## src/rtl/dt_sched.sv

```systemverilog
// Emulated-time step scheduler: issues the minimum requested timestep each cycle,
// clamps it to a stop-time breakpoint, and accumulates emulated time.

module dt_sched_lane #(
    parameter int DT_WIDTH = 32
) (
    input  logic                en,
    input  logic [DT_WIDTH-1:0] dt,
    input  logic [DT_WIDTH-1:0] step,
    output logic [DT_WIDTH-1:0] cand,
    output logic                hit
);
    // A disabled requester contributes all-ones, which never lowers the minimum.
    assign cand = en ? dt : '1;
    assign hit  = en && (dt == step);
endmodule

module dt_sched #(
    parameter int N_REQ      = 4,
    parameter int DT_WIDTH   = 32,
    parameter int TIME_WIDTH = 64
) (
    input  logic                      emu_clk,
    input  logic                      emu_rst,
    input  logic [N_REQ*DT_WIDTH-1:0] dt_req,
    input  logic [N_REQ-1:0]          req_en,
    input  logic [DT_WIDTH-1:0]       ext_dt,
    input  logic                      ext_dt_en,
    input  logic                      run_en,
    input  logic                      stop_en,
    input  logic [TIME_WIDTH-1:0]     stop_time,
    input  logic                      clr_time,
    output logic [DT_WIDTH-1:0]       emu_dt,
    output logic [N_REQ-1:0]          grant,
    output logic [TIME_WIDTH-1:0]     emu_time,
    output logic [1:0]                state
);
    localparam logic [1:0] IDLE = 2'd0;
    localparam logic [1:0] RUN  = 2'd1;
    localparam logic [1:0] HALT = 2'd2;

    logic [N_REQ-1:0][DT_WIDTH-1:0] req_v;
    logic [N_REQ-1:0][DT_WIDTH-1:0] cand;
    logic [N_REQ-1:0]               hit;
    logic [DT_WIDTH-1:0]            dt_min;
    logic [DT_WIDTH-1:0]            step;
    logic [DT_WIDTH-1:0]            remain_dt;
    logic [TIME_WIDTH:0]            reach;
    logic                           issue;
    logic                           bp_hit;
    logic                           past_stop;
    logic [1:0]                     nxt;

    assign req_v = dt_req;

    genvar g;
    generate
        for (g = 0; g < N_REQ; g++) begin : g_lane
            dt_sched_lane #(.DT_WIDTH(DT_WIDTH)) u_lane (
                .en   (req_en[g]),
                .dt   (req_v[g]),
                .step (step),
                .cand (cand[g]),
                .hit  (hit[g])
            );
        end
    endgenerate

    always_comb begin
        dt_min = '1;
        if (ext_dt_en && ext_dt < dt_min) dt_min = ext_dt;
        for (int i = 0; i < N_REQ; i++)
            if (cand[i] < dt_min) dt_min = cand[i];
    end

    // One extra bit so the breakpoint compare cannot be fooled by wrap-around.
    assign reach     = {1'b0, emu_time} + (TIME_WIDTH+1)'(dt_min);
    assign bp_hit    = stop_en && (reach >= {1'b0, stop_time});
    assign past_stop = stop_time <= emu_time;
    assign remain_dt = DT_WIDTH'(stop_time - emu_time);

    // Steps are only issued from RUN while run is still requested; the edge
    // leaving IDLE issues nothing, so the first step appears one cycle later.
    assign issue = (state == RUN) && run_en;

    always_comb begin
        step = '0;
        if (issue) begin
            if (!bp_hit)        step = dt_min;
            else if (!past_stop) step = remain_dt;
        end
    end

    always_comb begin
        nxt = state;
        case (state)
            IDLE: if (run_en && !(stop_en && past_stop)) nxt = RUN;
            RUN: begin
                if (!run_en)     nxt = IDLE;
                else if (bp_hit) nxt = HALT;
            end
            HALT: if (!run_en) nxt = IDLE;
            default: nxt = IDLE;
        endcase
    end

    always_ff @(posedge emu_clk or posedge emu_rst) begin
        if (emu_rst) begin
            state    <= IDLE;
            emu_dt   <= '0;
            grant    <= '0;
            emu_time <= '0;
        end else begin
            state  <= nxt;
            emu_dt <= step;
            grant  <= issue ? hit : '0;
            if (state != RUN && clr_time) emu_time <= '0;
            else                          emu_time <= emu_time + TIME_WIDTH'(step);
        end
    end
endmodule

```

## config.mk

```make
export PLATFORM = sky130hd
export DESIGN_NAME = dt_sched
export DESIGN_NICKNAME = d
export VERILOG_FILES = /design/src/rtl/dt_sched.sv
export SDC_FILE = /design/constraint.sdc
export NUM_CORES = 1
export LEC_CHECK = 0
export ABC_CLOCK_PERIOD_IN_PS = 10050
export CAP_MARGIN = 20
export CELL_PAD_IN_SITES_DETAIL_PLACEMENT = 2
export CELL_PAD_IN_SITES_GLOBAL_PLACEMENT = 2
export CORE_MARGIN = 2
export CORE_UTILIZATION = 28
export CTS_CLUSTER_SIZE = 28
export DETAILED_ROUTE_END_ITERATION = 10
export DONT_BUFFER_PORTS = 1
export GPL_ROUTABILITY_DRIVEN = 0
export PLACE_DENSITY = 0.75
export RECOVER_POWER = 25
export SYNTH_ARGS = -nofsm -noshare
export SYNTH_HDL_FRONTEND = slang
export SYNTH_HIERARCHICAL = 1
export SYNTH_SLANG_ARGS = --single-unit
```

## constraint.sdc

```tcl
create_clock -name emu_clk -period 10.05 [get_ports emu_clk]
set_clock_uncertainty 0.1 [all_clocks]
set_input_delay 1.5075 -clock emu_clk [delete_from_list [all_inputs] [get_ports emu_clk]]
set_output_delay 1.5075 -clock emu_clk [all_outputs]
set_load 0.02 [all_outputs]
```

==> flow_summary_export.csv, run 1 <==
group,metric,value,unit
place,place_hpwl,100,mm
run_status,error_line,"[ERROR GRT-0232] Routing congestion too high. Check the congestion heatmap in the GUI.",
logic_synthesis,synth_warnings,6,
cts,cts_sinks,102,
logic_synthesis,synthArstFlopShare,100,%
cts,postCtsHoldBufs,0,
logic_synthesis,synth_top_area_share,20.6,%
logic_synthesis,syn_avg_cell_area,7.70,sq um
logic_synthesis,synth_cell_type_count,81,
run_status,stop_stage,"global routing (5_1_grt)",
global_route,grt-ovfl-total,19,
logic_synthesis,synth_fp_nets,3017,
floorplan,ios,336,
global_route,grt_usage,58.7,%
logic_synthesis,synthCells,2467,
logic_synthesis,yosys_most_used_dff,"dfrtp_1",
global_route,grt_max_degree,65,
logic_synthesis,seq_area_frac_synth,13.4,%
cts,cts_buffer_depth,2,
logic_synthesis,synth-seq-cells,102,
floorplan,die_h,265,um
place,portBuffers,0,
logic_synthesis,synth_area_leaders,"ha_1 (21%), dfrtp_1 (13%), xor2_1 (6.7%), xnor2_1 (5.3%), inv_1 (5.2%)",
floorplan,start_util,28.3,%
logic_synthesis,yosysTopAreaCell,"ha_1",
floorplan,die_x,265,um
cts,cts_root_buffer,"clkbuf_16",
logic_synthesis,synth_edf_count,0,
logic_synthesis,syn_area,19000,sq um
floorplan,core.rowCount,95,
cts,cts_buffers,9,
cts,htreeDepth,3,
place,dpl_worst_slack,-12530,ps
run_status,status,"did not finish",
## per-layer routing
| layer | GRT overflow | track usage (%) |
|---|---|---|
| met4 | 12 | 58.1 |
| met5 | 0 | 11.7 |
| met2 | 7 | 78.3 |
| met1 | 0 | 57.0 |
| met3 | 0 | 42.8 |
## Yosys cell counts (5+ instances only)
cell       instances
nand2b_1         142
or3_1             11
a31oi_1           10
xor2_1           146
xnor2_1          114
dfrtp_1          102
o2111ai_1          5
nand3_1           80
a21oi_1          167
and2_1            12
nor4_1            50
a222oi_1          14
mux2i_1           62
nand4_1           74
a211o_1            6
a221oi_1           8
and3_1            22
a21boi_0           6
a211oi_1          10
nand3b_1           7
o211ai_1          17
a2111oi_0          7
mux2_4            13
nor2b_1           37
nand2_1          129
buf_2              7
clkbuf_1          45
o31ai_1            9
o21ai_0           84
a21o_1           105
or2_2              8
o21bai_1          14
nor2_1           200
o221ai_1           7
inv_1            263
nor3_1            35
mux2_2            19
ha_1             313
o21a_1            25
a221oi_2           5
and4_1             5
## cell families after synthesis
| logic type | count (synthesis) | share of synthesized area [%] |
|---|---|---|
| adder cells (fa/ha/maj) | 318 | 21.0 |
| flip-flops | 102 | 13.4 |
| XOR/XNOR | 260 | 12.0 |
| buffers and inverters | 321 | 6.51 |
| AO/OA/AOI/OAI | 532 | 18.5 |
| multiplexers | 95 | 5.49 |
| AND/OR/NAND/NOR | 839 | 23.0 |
## what timing repair did
action,CTS
setup buffers,153
pin swaps,156
gates resized for setup,455
setup endpoints to repair,102
gates cloned,9
## stage by stage
step / std cells / TNS [ps] / instance area, sq um / util (%)
2_1_floorplan: 2467 / -694550 / 19700 / -
3_3_place_gp: 3901 / -916330 / 25200 / 37.5
3_5_place_dp: 3901 / -1141160 / 25200 / 37.5
4_1_cts: 4075 / -891160 / 29100 / 43.3
==> run 2, diff against run 1 <==
Settings changed: CELL_PAD_IN_SITES_DETAIL_PLACEMENT 2 to default, CELL_PAD_IN_SITES_GLOBAL_PLACEMENT 2 to default, CORE_UTILIZATION 28 to 20, CTS_CLUSTER_SIZE 28 to default, PLACE_DENSITY 0.75 to default, PLACE_DENSITY_LB_ADDON from default to 0.15.
==> run 2 against run 1 <==
The flow now finishes, with violations (capacitance limit, slew limit, setup timing). Synthesized cell count unchanged. Synthesized area unchanged.
==> flow_summary_export.csv, run 2 <==
group,metric,value,unit
run_status,status,"complete, but fails checks",
run_status,violations,"capacitance limit, slew limit, setup timing",
sta,fmax,0.0524,GHz
finish,layout-drive-gt1-share,35.7,%
logic_synthesis,syn_avg_cell_area,7.70,sq um
cts,cts_sinks,102,
floorplan,ios,336,
logic_synthesis,synth_top_area_share,20.6,%
flow_run,maxCapViolations,1,
sta,timing.final.ws_setup,-9020,ps
route,routedWlPerCell,23.9,um
power_and_ir_drop,seq_power_share,10.0,%
finish,area_growth,54.0,%
finish,largest_reg_flops,64,
place,dp_cells,4334,
worst_setup_path,cp.required,10220,ps
cts,cts_buffer_depth,2,
sta,setup_viol,102,
logic_synthesis,yosysMostFrequentCell,"ha_1",
route,dr_wl_met2,50.0,mm
floorplan,die-area,97500,sq um
logic_synthesis,synth_edf_count,0,
logic_synthesis,synthArstFlopShare,100,%
hold_path,min_delay_path_depth,2,
global_route,antenna_found_initial,12,
logic_synthesis,yosysTopAreaCell,"ha_1",
logic_synthesis,syn_area,19000,sq um
floorplan,coreArea,94600,sq um
floorplan,start_util,20.1,%
sta,min_period,19070,ps
cts,tritoncts,"built",
worst_setup_path,crit_arrival,19240,ps
sta,tns,-798010,ps
sta,drv_slew,64,
finish,fin_nets,3734,
logic_synthesis,synth-seq-cells,102,
logic_synthesis,synth_commonest_cells,"ha_1 (313), inv_1 (263), nor2_1 (200)",
hold_path,min_path_type,"reg2reg",
worst_setup_path,critPathCaptureType,"flop",
global_route,grt_pass1_vias,21800,
logic_synthesis,yosys_most_used_dff,"dfrtp_1",
power_and_ir_drop,ir_worst_vdd,97.7,uV
floorplan,die_x,312,um
finish,largest-register,"emu_time",
worst_setup_path,critPathMaxStageDelay,540,ps
place,portBuffers,0,
power_and_ir_drop,p_sw,0.00313,W
finish,final_cell_mix,"buf_4 (673), ha_1 (277), inv_1 (255)",
power_and_ir_drop,p_per_area,218,nW/um^2
global_route,grt_max_degree,65,
finish,fin_util,30.9,%
power_and_ir_drop,internal_power,0.00325,W
sta,slew_headroom,-123,%
route,drc,0,
finish,top_regs,"emu_time (64), emu_dt (32), grant (4)",
finish,layout_commonest_cell,"buf_4",
route,top_layer_used,"met5",
route,vias_per_cell,4.76,
route,wl_met3,7.31,mm
floorplan,core.rowCount,113,
sta,hold_violations,0,
route,drt_iter0_markers,1454,
logic_synthesis,synth_area_leaders,"ha_1 (21%), dfrtp_1 (13%), xor2_1 (6.7%), xnor2_1 (5.3%), inv_1 (5.2%)",
route,vias,21200,
power_and_ir_drop,clkPwrFrac,6.6,%
sta,worstMarginPinSlew,3330,ps
worst_setup_path,path_max_fanout,8,
route,routed_wirelength,107,mm
sta,rsz0062_at_grt,"true",
worst_setup_path,crit_type,"in2reg",
power_and_ir_drop,p_comb_share,83.5,%
place,dpl_worst_slack,-10900,ps
global_route,grt_usage,21.2,%
logic_synthesis,synth_fp_nets,3017,
route,firstDrtPassIters,7,
power_and_ir_drop,switching_share,49.1,%
route,drt-met1-wl,45.1,mm
logic_synthesis,synthCells,2467,
cts,cts_root_buffer,"clkbuf_16",
cts,htreeDepth,3,
cts,insertion_delay,420,ps
route,antenna_left,0,
cts,cts_buffers,9,
floorplan,die_h,312,um
finish,fin_cells,4456,
global_route,grt_first_pass_wirelength,151,mm
logic_synthesis,seq_area_frac_synth,13.4,%
global_route,grt-ovfl-total,0,
finish,nFillCells,10100,
cts,cts.clk_slew.worst_paths,90,ps
worst_setup_path,cp-start-kind,"input port",
worst_setup_path,rr_worst_depth,42,
worst_setup_path,cp_slowest_cell,"or4_4",
sta,period_share,190,%
logic_synthesis,synth_warnings,6,
place,place_hpwl,89.4,mm
logic_synthesis,synth_cell_type_count,81,
power_and_ir_drop,p_leak,14.4,nW
## run 2: worst max-delay path, delay by kind of cell
kind                       cells  cell delay, ps
buffers and inverters         15            2180
muxes                          4            1110
xor gates and xnor gates       2             230
adders and majority gates      7            1820
and+or+nand+nor               35            6430
AOI/OAI and AO/OA             29            5860
## run 2: metal layers
metal	up-vias	GRT usage, %
li1	10200	-
met4	6	7.12
met1	10300	25.8
met3	136	5.57
met2	568	36.0
met5	-	0
## run 2: final timing paths
path | startpoint | endpoint | slack [ps]
setup / recovery | ext_dt[21] | emu_time[51] | -9020
hold / removal | emu_time[33] | emu_time[33] | 570
setup reg to reg | emu_time[1] | emu_time[51] | 1320
hold reg to reg | emu_time[33] | emu_time[33] | 570
max in group asynchronous | emu_rst | emu_dt[21] | 6220
min in group asynchronous | emu_rst | emu_dt[2] | 1820
## run 2: cell families (layout without fill, tap and decap cells)
logic type               after synthesis  count (layout)  share of synthesized area [%]
AO/OA/AOI/OAI                        532             533                           18.5
XOR/XNOR                             260             260                           12.0
adder cells (fa/ha/maj)              318             318                           21.0
buffers and inverters                321            1039                           6.51
flip-flops                           102             102                           13.4
multiplexers                          95              95                           5.49
other                                  0               3                              0
AND/OR/NAND/NOR                      839             841                           23.0
## run 2: power groups by stage
stage                     combinational (W)  sequential [W]  clock, W
final                               0.00533        0.000637  0.000419
after global routing                0.00578        0.000652  0.000460
after CTS                           0.00505        0.000646  0.000447
after detailed placement            0.00468        0.000653         0
after global placement              0.00466        0.000654         0
after floorplan                     0.00261        0.000648         0
## run 2: layout make-up
type,count,area (sq um),share of cell area (%)
clock inverter,6,80.1,0.274
sequential,102,2550,8.72
timing repair buffer,761,6320,21.6
clock buffer,9,225,0.769
inverter,263,988,3.38
antenna,3,7.51,0.0256
tap,1265,1580,5.41
multi-input combinational,2047,17500,59.8
## run 2: metrics by stage
stage                     total power [W]  hold slack [ps]  area (sq um)
final                             0.00638              566         29300
after floorplan                   0.00326              502         19700
after global routing              0.00690              578         29300
after CTS                         0.00614              560         27900
after global placement            0.00531              533         26000
after detailed placement          0.00534              542         26000
## run 2: repair_timing
| item | in CTS | in global routing |
|---|---|---|
| pin swaps | 89 | 115 |
| setup buffers | 65 | 43 |
| hold buffers | 0 | 0 |
| gates cloned | 6 | 0 |
| endpoints found under the setup margin | 102 | 102 |
| gates resized for setup | 208 | 217 |
(Power assumes the default switching activity.)
